### config.mk
export PLATFORM = sky130hd
export DESIGN_NAME = debounce_array
export DESIGN_NICKNAME = d
export VERILOG_FILES = /design/src/rtl/debounce_array.sv
export SDC_FILE = /design/constraint.sdc
export NUM_CORES = 1
export LEC_CHECK = 0
export ABC_AREA = 0
export CAP_MARGIN = 20
export CORE_ASPECT_RATIO = 0.75
export CORE_MARGIN = 1.5
export CORE_UTILIZATION = 38
export CTS_BUF_LIST = sky130_fd_sc_hd__clkbuf_16
export CTS_CLUSTER_DIAMETER = 60
export DETAILED_ROUTE_END_ITERATION = 6
export GPL_TIMING_DRIVEN = 0
export PLACE_DENSITY = 0.6
export SLEW_MARGIN = 20
export SYNTH_ARGS = -nofsm -noshare
export SYNTH_HDL_FRONTEND = slang
export SYNTH_SLANG_ARGS = --single-unit
### constraint.sdc
create_clock -name clk -period 1.9 [get_ports clk]
set_input_delay 0.19 -clock clk [delete_from_list [all_inputs] [get_ports clk]]
set_output_delay 0.19 -clock clk [all_outputs]
set_load 0.01 [all_outputs]
### src/rtl/debounce_array.sv
// debounce_array: multi-channel switch conditioner.
// Each channel has a synchroniser, a consecutive-cycle stability filter, and
// press / release / long-press event generation. Channels share nothing.
module debounce_array #(
    parameter int   NUM_CH          = 4,
    parameter int   DEBOUNCE_TIME   = 500000,
    parameter int   LONG_PRESS_TIME = 12000000,
    parameter int   CNT_W           = 24,
    parameter int   SYNC_STAGES     = 2,
    parameter logic ACTIVE_LEVEL    = 1'b1,
    parameter logic RESET_LEVEL     = 1'b0
) (
    input  logic              clk,
    input  logic              rst_n,
    input  logic [NUM_CH-1:0] sw_in_i,
    output logic [NUM_CH-1:0] sw_debounced_o,
    output logic [NUM_CH-1:0] press_o,
    output logic [NUM_CH-1:0] release_o,
    output logic [NUM_CH-1:0] long_press_o
);

    // Largest value a CNT_W-bit counter can hold; both time parameters must fit.
    localparam longint CNT_MAX = (longint'(1) << CNT_W) - 1;

    // Last filter count before a commit; the filter counter never exceeds it.
    localparam logic [CNT_W-1:0] DEB_LAST = CNT_W'(DEBOUNCE_TIME - 1);

    // Parameter sanity checks, rejected at elaboration.
    if (NUM_CH < 1) begin : g_bad_num_ch
        $error("debounce_array: NUM_CH must be at least 1");
    end
    if (SYNC_STAGES < 2 || SYNC_STAGES > 4) begin : g_bad_sync
        $error("debounce_array: SYNC_STAGES must be between 2 and 4");
    end
    if (DEBOUNCE_TIME < 1 || longint'(DEBOUNCE_TIME) > CNT_MAX) begin : g_bad_deb
        $error("debounce_array: DEBOUNCE_TIME must be in 1 .. 2^CNT_W-1");
    end
    if (LONG_PRESS_TIME < 0 || longint'(LONG_PRESS_TIME) > CNT_MAX) begin : g_bad_long
        $error("debounce_array: LONG_PRESS_TIME must be in 0 .. 2^CNT_W-1");
    end

    for (genvar ch = 0; ch < NUM_CH; ch++) begin : g_ch

        logic [SYNC_STAGES-1:0] sync_q;
        logic                   sync_s;

        logic                   deb_q;
        logic                   deb_d;
        logic [CNT_W-1:0]       filt_q;
        logic [CNT_W-1:0]       filt_d;
        logic                   press_q;
        logic                   press_d;
        logic                   rel_q;
        logic                   rel_d;

        // Metastability synchroniser: shift the raw pin through a flop chain.
        always_ff @(posedge clk or negedge rst_n) begin
            if (!rst_n) begin
                sync_q <= {SYNC_STAGES{RESET_LEVEL}};
            end else begin
                sync_q <= {sync_q[SYNC_STAGES-2:0], sw_in_i[ch]};
            end
        end

        assign sync_s = sync_q[SYNC_STAGES-1];

        // Stability filter: commit only after DEBOUNCE_TIME consecutive disagreeing cycles.
        always_comb begin
            deb_d   = deb_q;
            filt_d  = filt_q;
            press_d = 1'b0;
            rel_d   = 1'b0;
            if (sync_s == deb_q) begin
                filt_d = '0;
            end else if (filt_q == DEB_LAST) begin
                deb_d  = sync_s;
                filt_d = '0;
                if (sync_s == ACTIVE_LEVEL) begin
                    press_d = 1'b1;
                end else begin
                    rel_d = 1'b1;
                end
            end else begin
                filt_d = filt_q + CNT_W'(1);
            end
        end

        // Committed level, filter count and single-cycle press/release pulses.
        always_ff @(posedge clk or negedge rst_n) begin
            if (!rst_n) begin
                deb_q   <= RESET_LEVEL;
                filt_q  <= '0;
                press_q <= 1'b0;
                rel_q   <= 1'b0;
            end else begin
                deb_q   <= deb_d;
                filt_q  <= filt_d;
                press_q <= press_d;
                rel_q   <= rel_d;
            end
        end

        assign sw_debounced_o[ch] = deb_q;
        assign press_o[ch]        = press_q;
        assign release_o[ch]      = rel_q;

        if (LONG_PRESS_TIME > 0) begin : g_hold

            localparam logic [CNT_W-1:0] HOLD_LAST = CNT_W'(LONG_PRESS_TIME - 1);

            logic [CNT_W-1:0] hold_q;
            logic [CNT_W-1:0] hold_d;
            logic             fired_q;
            logic             fired_d;
            logic             long_q;
            logic             long_d;
            logic             held;

            // Held means active now and not being released on this edge, so a
            // release that coincides with the firing edge suppresses long_press.
            assign held = (deb_q == ACTIVE_LEVEL) && !rel_d;

            // Hold timer: count while held, fire once, then stay put until released.
            always_comb begin
                hold_d  = hold_q;
                fired_d = fired_q;
                long_d  = 1'b0;
                if (!held) begin
                    hold_d  = '0;
                    fired_d = 1'b0;
                end else if (!fired_q) begin
                    if (hold_q == HOLD_LAST) begin
                        long_d  = 1'b1;
                        fired_d = 1'b1;
                    end else begin
                        hold_d = hold_q + CNT_W'(1);
                    end
                end
            end

            // Hold counter, fired flag and long-press pulse registers.
            always_ff @(posedge clk or negedge rst_n) begin
                if (!rst_n) begin
                    hold_q  <= '0;
                    fired_q <= 1'b0;
                    long_q  <= 1'b0;
                end else begin
                    hold_q  <= hold_d;
                    fired_q <= fired_d;
                    long_q  <= long_d;
                end
            end

            assign long_press_o[ch] = long_q;

        end else begin : g_no_hold

            assign long_press_o[ch] = 1'b0;

        end
    end

endmodule

# After elaboration in Yosys (flattened, before gate mapping)
# Index checks and enable logic that the tools add are counted.
# W data, S select, Z words.
dict set report word_totals {
  output_inout_bits 16
  wordCells 144
  in_bits 6
  register_bits 220
}
dict set report op_classes {
  n_bitwise 4
  add_sub_neg 8
  n_eq_ne 20
  reduce_logical 16
  mux 64
}
# operator count
set ops {}
lappend ops {{$mux W24} 20}
lappend ops {{$add A24 B1 Y24 const B} 8}
lappend ops {{$eq A24 B19 Y1 const B} 4}
lappend ops {{$eq A24 B24 Y1 const B} 4}
lappend ops {{$mux W1} 44}
lappend ops {{$ne A2 B2 Y1 const B} 8}
lappend ops {{$reduce_and A2 Y1} 8}
lappend ops {{$eq A1 B1 Y1} 4}
lappend ops {{$logic_and A1 B1 Y1} 4}
lappend ops {{$logic_not A1 Y1} 4}
lappend ops {{$not A1 Y1} 4}

# Logic depth before layout (Yosys ltp)
dict set report depth {
  ltp_word 7
  mapped_depth 7
  depth_no_buf 6
}

# Worst setup path before layout
# Ideal clock, no wire load.
dict set report synth_path {
  path_kind {register to register}
  start {register g_ch[3].g_hold.hold_q[0]}
  end {register g_ch[3].g_hold.hold_q[16]}
  required_ns 1.822
  setup_time_ns 0.078
  path_slack_ns -0.091
  period_less_slack_ns 1.991
  n_path_buf 0
  path_stages_with_launch 7
  t_arrival_ns 1.913
  path_cell_list {dfrtp_1 -> ha_1 -> nand3_1 -> or3_1 -> a21o_1 -> or4_1 -> a21oi_1}
}
dict set report synth_via {
  elab_chain_cells 4
  elab_cells_between_ends 7
  classes_between {add/sub (1); eq/ne (2); mux (3); reduce/logical (1)}
}
# item line_no
set synth_rtl {}
lappend synth_rtl {{start: declaration} 111} ;# logic [CNT_W-1:0] hold_q;
lappend synth_rtl {{start signal: assignment} 148} ;# hold_q <= hold_d;
lappend synth_rtl {{$add A24 B1 Y24} 136} ;# hold_d = hold_q + CNT_W'(1);
lappend synth_rtl {{$mux W24} 132} ;# if (hold_q == HOLD_LAST) begin
lappend synth_rtl {{$mux W24} 131} ;# end else if (!fired_q) begin
lappend synth_rtl {{$mux W24} 128} ;# if (!held) begin
# Parallel ways exist; a longest one is shown, timed or not. The select of a mux whose other input is x is not followed.
# A chain may end at the register's enable or synchronous reset.

# Final worst setup path
dict set report layout_path {
  start {register g_ch[0].filt_q[6]}
  end {register g_ch[0].g_hold.hold_q[19]}
}
dict set report layout_via {
  elab_chain_cells 7
  elab_cells_between_ends 9
  classes_between {eq/ne (3); mux (3); reduce/logical (3)}
}
# item line_no
set layout_rtl {}
lappend layout_rtl {{start: declaration} 49} ;# logic [CNT_W-1:0] filt_q;
lappend layout_rtl {{start signal: assignment} 97} ;# filt_q <= filt_d;
lappend layout_rtl {{$eq A24 B19 Y1 *} 75} ;# end else if (filt_q == DEB_LAST) begin
lappend layout_rtl {{$mux W1 *} 75}
lappend layout_rtl {{$mux W1 *} 73} ;# if (sync_s == deb_q) begin
lappend layout_rtl {{$logic_not A1 Y1 *} 121} ;# assign held = (deb_q == ACTIVE_LEVEL) && !rel_d;
lappend layout_rtl {{$logic_and A1 B1 Y1 *} 121}
lappend layout_rtl {{$ne A2 B2 Y1 (no source line)} -}
lappend layout_rtl {{$reduce_and A2 Y1 (no source line)} -}
lappend layout_rtl {{end signal: assignment} 148}
lappend layout_rtl {{end: declaration} 111}
# Every way passes the cells marked *; elsewhere a longest branch is shown, timed or not.

==> flow_summary.json <==
{
  "status": "finished, violations left",
  "violations": "setup timing",
  "fmax_mhz": 493,
  "drc": 0,
  "arrival_ns": 2.43,
  "max_slew_margin_pct": 55.6,
  "seqCellArea_sq_mm": 0.00553,
  "vias": 8483,
  "synth-edff-count": 0,
  "synth_top_cell_area_share_pct": 50.9,
  "clk_transition_reported_paths_ns": 0.06,
  "dp_slack_ns": -0.577,
  "syn_area_sq_mm": 0.0108,
  "syn_avg_cell_area_sq_um": 9.74,
  "ys_top_cells_by_area": "dfrtp_1 51%, nor2_1 6.7%, xor2_1 6.5%, xnor2_1 6.1%, nand3_1 3.5%",
  "ioPinCount": 22,
  "synth_nets": 1124,
  "ys_types": 48,
  "grt_setup_unrepaired": "true",
  "place.gp.congestion": 0.812,
  "synth_ff_type": "dfrtp_1",
  "worstPathMaxFanout": 7,
  "finalMaxSlewViolations": 0,
  "antenna_left": 0,
  "finalSetupViolCount": 30,
  "cts_tree": "built",
  "startpoint": "g_ch[0].filt_q[6]",
  "layout.nets": 1252,
  "final_common_cell": "dfrtp_1",
  "cp-end-kind": "flop",
  "fin_util_pct": 50.8,
  "yosysSeqAreaShare_pct": 50.9,
  "finalWirelength_um": 24400,
  "power_density_mw_per_mm2": 706,
  "numCtsBuffers": 24,
  "hold_end": "g_ch[0].sync_q[0]",
  "max_cap_viol_count": 0,
  "portBuffers": 21,
  "clk_latency_ns": 0.51,
  "area.growth.synth_to_final_pct": 31.5,
  "dieArea_sq_mm": 0.0295,
  "dp_hpwl_um": 14300,
  "synth_seq_cells": 220,
  "track_usage_pct": 16.2,
  "antenna_found_initial": 0,
  "row_count": 53,
  "period_needed_ns": 2.03,
  "synth_area_leader_cell": "dfrtp_1",
  "hold-path-cell-count": 1,
  "grt_use_met1_pct": 25.0,
  "multiInputGateArea_sq_mm": 0.00591,
  "drt_iter0_drc": 594,
  "cts-root-buf": "clkbuf_16",
  "ys_warn_count": 0,
  "worst_pin_slew_ns": 0.662,
  "worst_slack_ns": -0.127,
  "dieWidth_um": 198,
  "worst-setup-path-type": "flop to flop",
  "fp.coreArea_sq_mm": 0.0280,
  "die_y_um": 149,
  "leakagePower_nw": 5.69,
  "drive_gt1_share_pct": 26.9,
  "grt_pass1_vias": 8026,
  "drt-pass1-iter-count": 5,
  "synthCells": 1110,
  "holdCritStartpoint": "sw_in_i[0]",
  "start_util_pct": 38.6,
  "clock_path_buffers": 3,
  "hold_viol": 0,
  "hold_class": "primary input to flop",
  "overflow": 0,
  "r2r_end": "g_ch[0].g_hold.hold_q[19]",
  "worst_r2r_path_depth": 8,
  "wl_per_cell_um": 14.9,
  "grt_pass1_wl_um": 40100,
  "layout.cells.most_common_list": "202 x dfrtp_1, 155 x nor2_1, 89 x buf_4",
  "grt_start_max_net_pins": 97,
  "top_usage_layer": "met1",
  "vias_per_cell": 5.17,
  "fillCellCount": 2537,
  "rrSetupSlack_ns": -0.13,
  "met3_usage_pct": 2.33,
  "required_ns": 2.30,
  "htree_num_levels": 1,
  "min_period_over_period_pct": 107,
  "ir_worst_vdd_uv": 718,
  "fin_skew_ns": 0.0114,
  "r2r_start": "g_ch[0].filt_q[6]",
  "whs_ns": 0.118,
  "crit_path_start_kind": "flop",
  "gr-usage-met2_pct": 24.0,
  "synthArstFlopShare_pct": 100,
  "numClockSinks": 220
}
==> Yosys cell counts, types with 3 or more instances <==
library cell,number
nor3_1,37
nand3_1,75
nor4b_1,11
a21o_1,3
mux2_2,4
inv_1,22
xor2_1,80
a211oi_1,13
o21ai_0,18
and4_1,19
or4_1,17
ha_1,8
and3_1,31
nor3b_1,12
xnor2_1,75
nor2_1,194
or3_1,16
o31ai_1,11
and2_1,3
clkbuf_1,14
a21oi_1,37
nand4_1,47
nor4_1,16
buf_2,9
nand2_1,66
buf_4,16
dfrtp_1,220
nand4b_1,4
or2_2,7
==> state kept, by name, summed over array words and instances (netlist names) <==
signal	count
g_ch.g_hold.fired_q	4
g_ch.rel_q	4
g_ch.g_hold.long_q	4
g_ch.deb_q	4
g_ch.filt_q	96
g_ch.press_q	4
g_ch.sync_q	8
g_ch.g_hold.hold_q	96
==> worst max-delay path, stage by stage, from the launching register on <==
cell	delay, ns
dfrtp_1	0.40
or4_4	0.56
nor4_4	0.17
nand4_1	0.14
buf_6	0.16
o21ai_4	0.13
buf_12	0.16
clkbuf_16	0.15
nor2_2	0.03
==> timing repair <==
item	in CTS	in global routing
gates resized for setup	115	161
hold endpoints to repair	50	0
setup buffers	43	37
endpoints found under the setup margin	195	188
hold buffers	1	0
cloned	4	1
pin swaps	36	53
==> cells by family (layout without fill, tap and decap cells) <==
| logic type | after synthesis | in the layout | share of synthesized area (%) |
|---|---|---|---|
| AO/OA/AOI/OAI | 89 | 90 | 4.93 |
| XOR/XNOR | 155 | 155 | 12.6 |
| adder cells (fa/ha/maj) | 8 | 8 | 0.926 |
| buffers and inverters | 64 | 208 | 2.89 |
| flip-flops | 220 | 220 | 50.9 |
| multiplexers | 4 | 4 | 0.417 |
| other | 0 | 1 | 0 |
| AND/OR/NAND/NOR | 570 | 570 | 27.3 |
==> worst max path at each step <==
stage / endpoint / slack [ns] / cells past startpoint
3_3_place_gp: g_ch[3].g_hold.hold_q[17] / -8.98 / 1
4_1_cts: g_ch[0].g_hold.hold_q[2] / -0.11 / 8
6_report: g_ch[0].g_hold.hold_q[19] / -0.13 / 8
3_5_place_dp: g_ch[3].g_hold.hold_q[4] / -0.58 / 6
2_1_floorplan: g_ch[3].g_hold.hold_q[23] / -0.05 / 5
5_1_grt: g_ch[0].g_hold.fired_q / -0.17 / 8
==> power breakdown <==
group | internal [mW] | total [mW] | switching, mW
logic | 0.0604 | 0.207 | 0.146
registers | 4.71 | 4.75 | 0.0333
clock network | 3.18 | 5.09 | 1.90
total | 7.96 | 10.0 | 2.08
==> layout make-up <==
cell class | instances | area share, %
tap | 385 | 3.39
antenna | 1 | 0.0176
buffer | 35 | 2.28
multi-input combinational | 827 | 41.6
timing repair buffer | 108 | 7.19
sequential | 220 | 38.9
clock inverter | 18 | 1.64
clock buffer | 25 | 4.40
inverter | 22 | 0.581
==> layer usage <==
metal / up-vias / wire length, um
met1: 4187 / 12500
met5: - / 0
met2: 133 / 10700
met3: 25 / 852
li1: 4138 / -
met4: 0 / 375
==> through the flow <==
step                      instance area, sq um  std cells  setup TNS, ns  power, mW
after global placement                   11600       1516       -2030.38       5.02
after global routing                     14200       1640          -5.88       10.4
after detailed placement                 11600       1518         -60.98       5.03
final                                    14200       1641          -3.15       10.0
after CTS                                13300       1606          -4.30       10.2
after floorplan                          10900       1110         -0.898       4.89
(Power assumes the default switching activity.)
==> RTL edit (same flow settings) <==
`NUM_CH`: 4 -> 2.
--- a/src/rtl/debounce_array.sv
+++ b/src/rtl/debounce_array.sv
@@ -4,3 +4,3 @@
 module debounce_array #(
-    parameter int   NUM_CH          = 4,
+    parameter int   NUM_CH          = 2,
     parameter int   DEBOUNCE_TIME   = 500000,
Ports: changed (5 resized); port bits go from 22 to 12. The function was not compared with the original's and may differ.
==> RTL edit against the unedited design <==
The run still ends with setup timing left. Maximum frequency is 0.20% higher. Total power fell by 58%. Via count decreased by 49%. Sequential cell count decreased by 110. Area after synthesis is 49% lower. Wire length is 50% lower. Final area fell by 50%. First-iteration DRC count fell by 61%. Non-clock buffer count is 69 lower. Cell count fell by 50%. Die area shrank 48%. Synthesized cell count decreased by 50%. Setup slack improved by 4.0 ps.
==> RTL edit: results (changes against the unedited design) <==
| Metric | Value |
|---|---|
| Diodes inserted | `0 (-1)` |
| Iter 0 DRT Violations | `232 (-61%)` |
| Fillers | `1,226 (-52%)` |
| Average vias per placed instance | `5.26 (+1.8%)` |
| First-pass GRT wire length | `20,000 um (-50%)` |
| CP arrival | `2240 ps (-190 ps)` |
| Post-Syn Nets | `560 (-50%)` |
| Number of global-route vias before repair | `4,088 (-49%)` |
| Setup WS pre-CTS | `-293 ps (+284 ps)` |
| Top cells by area, synth | `dfrtp_1 (50%), xor2_1 (7.0%), nor2_1 (6.5%), xnor2_1 (4.9%), nand3_1 (3.4%)` |
| Slew headroom | `56.6% (+0.94 points)` |
| PortBufs | `11 (-48%)` |
| # nets final | `623 (-50%)` |
| Maximum vdd drop | `0.406 mV (-44%)` |
| Avg WL per Cell | `15.1 um (+1.4%)` |
| Outcome | `complete, but fails checks` |
| GRT Util Overall | `16.2% (-0.038 points)` |
| Worst skew pair latency | `350 ps (-160 ps)` |
| P_leak | `2.77 nW (-51%)` |
| Clock transition at the registers of the reported paths | `~70 ps` |
| Clk_skew | `10.1 ps (-1.32 ps)` |
| Top Registers | `g_ch.filt_q: 48 flops, g_ch.g_hold.hold_q: 48 flops, g_ch.sync_q: 4 flops` |
| Pin count of the biggest net entering global routing | `79 (-19%)` |
| Final GP Congestion | `0.804 (-0.87%)` |
| TritonCTS Buffers | `9 (-63%)` |
| Pre-antenna DRT Iters | `4 (-1)` |
| Async SR Flop Fraction | `100% (unchanged)` |
| Synth cell types | `48 (unchanged)` |
| Initial antenna violation count | `0 (unchanged)` |
| Final worst slack | `-123 ps (+3.95 ps)` |
| H-tree lvl count | `3 (+2)` |
| Worst min path class | `input pin to register` |
| Crit-path max FO | `5 (-2)` |
| Final-report max-slew violation count | `0 (unchanged)` |
| Register area share after synthesis | `49.9% (-1.1 points)` |
| HPWL after detailed placement | `7240 um (-49%)` |
| Clock Tree Buf Depth | `2 (-1)` |
| Final setup viols | `49 (+63%)` |
| Switching Fraction | `22.8% (+2.0 points)` |
| Root Driver | `clkbuf_16` |
| Synth top cells by count | `dfrtp_1 (110), nor2_1 (95), xor2_1 (44)` |
| Layout cell share with drive strength beyond 1 | `27.9% (+1.1 points)` |
| Ys Warns | `0 (unchanged)` |
| Failing checks | `setup timing` |
## RTL edit: power groups by stage
stage | sequential (W) | combinational, W | clock, W
final | 0.00237 | 0.000127 | 0.00175
after global routing | 0.00237 | 0.000144 | 0.00188
after CTS | 0.00237 | 0.000107 | 0.00180
after detailed placement | 0.00242 | 0.000103 | 0
after global placement | 0.00242 | 0.0000912 | 0
after floorplan | 0.00241 | 0.0000311 | 0
## RTL edit: cell families (layout without fill, tap and decap cells)
logic type,count (synthesis),count (layout),share of synthesized area (%)
AND/OR/NAND/NOR,284,284,27.9
flip-flops,110,110,49.9
XOR/XNOR,75,75,11.9
AO/OA/AOI/OAI,45,45,5.42
buffers and inverters,31,99,3.42
adder cells (fa/ha/maj),4,4,0.907
multiplexers,3,3,0.589
## RTL edit: through the flow
step / hold slack [ps] / cell area [um^2] / instances / TNS (ps)
2_1_floorplan: -106 / 5530 / 552 / -10.2
3_3_place_gp: 336 / 5890 / 758 / -410110
3_5_place_dp: 105 / 5920 / 759 / -18780
4_1_cts: 271 / 6480 / 795 / -5240
5_1_grt: 288 / 7090 / 815 / -9740
6_report: 281 / 7090 / 815 / -3570
## RTL edit: worst paths after layout
kind                                    startpoint                   endpoint  slack [ps]  cells past startpoint
max in group asynchronous                    rst_n          g_ch[0].filt_q[9]         900                      3
worst min register to register   g_ch[0].sync_q[0]          g_ch[0].sync_q[1]         350                      0
worst max-delay path            g_ch[1].filt_q[19]  g_ch[1].g_hold.hold_q[11]        -120                      7
min in group asynchronous                    rst_n          g_ch[1].filt_q[2]         290                      2
worst min-delay path                    sw_in_i[0]          g_ch[0].sync_q[0]         280                      1
worst max register to register  g_ch[1].filt_q[19]  g_ch[1].g_hold.hold_q[11]        -120                      7
## RTL edit: routing by layer
layer / GRT usage, % / wire (um) / vias to the layer above / part of all wire, %
met2: 25.2 / 5640 / 79 / 46
met1: 22.8 / 6150 / 2125 / 50
met5: 0 / 0 / - / 0
li1: - / - / 2070 / -
met4: 4.57 / 146 / 0 / 1.2
met3: 3.34 / 345 / 15 / 2.8
## RTL edit: repair_timing
action	CTS	global route
endpoints found under the hold margin	32	0
cloned	2	4
setup endpoints to repair	95	100
hold buffers	1	0
gates resized for setup	36	116
setup buffers	18	18
pin swaps	14	28
## RTL edit: layout make-up
cell class              instances  area share (%)
repair buffers                 54            7.97
clock buffers                   9            3.18
inverters                       9           0.476
well taps                     195            3.44
flip-flops and latches        110            38.8
clock inverters                 7           0.564
multi-input cells             411            42.7
plain buffers                  20            2.82
## RTL edit: critical path: stages, from the launching register on
cell and delay (ps):
dfrtp_1 390, or4_4 560, nor4_4 200, nand4_4 170, o21ai_4 250, buf_6 150, buf_8 130, a21oi_2 40
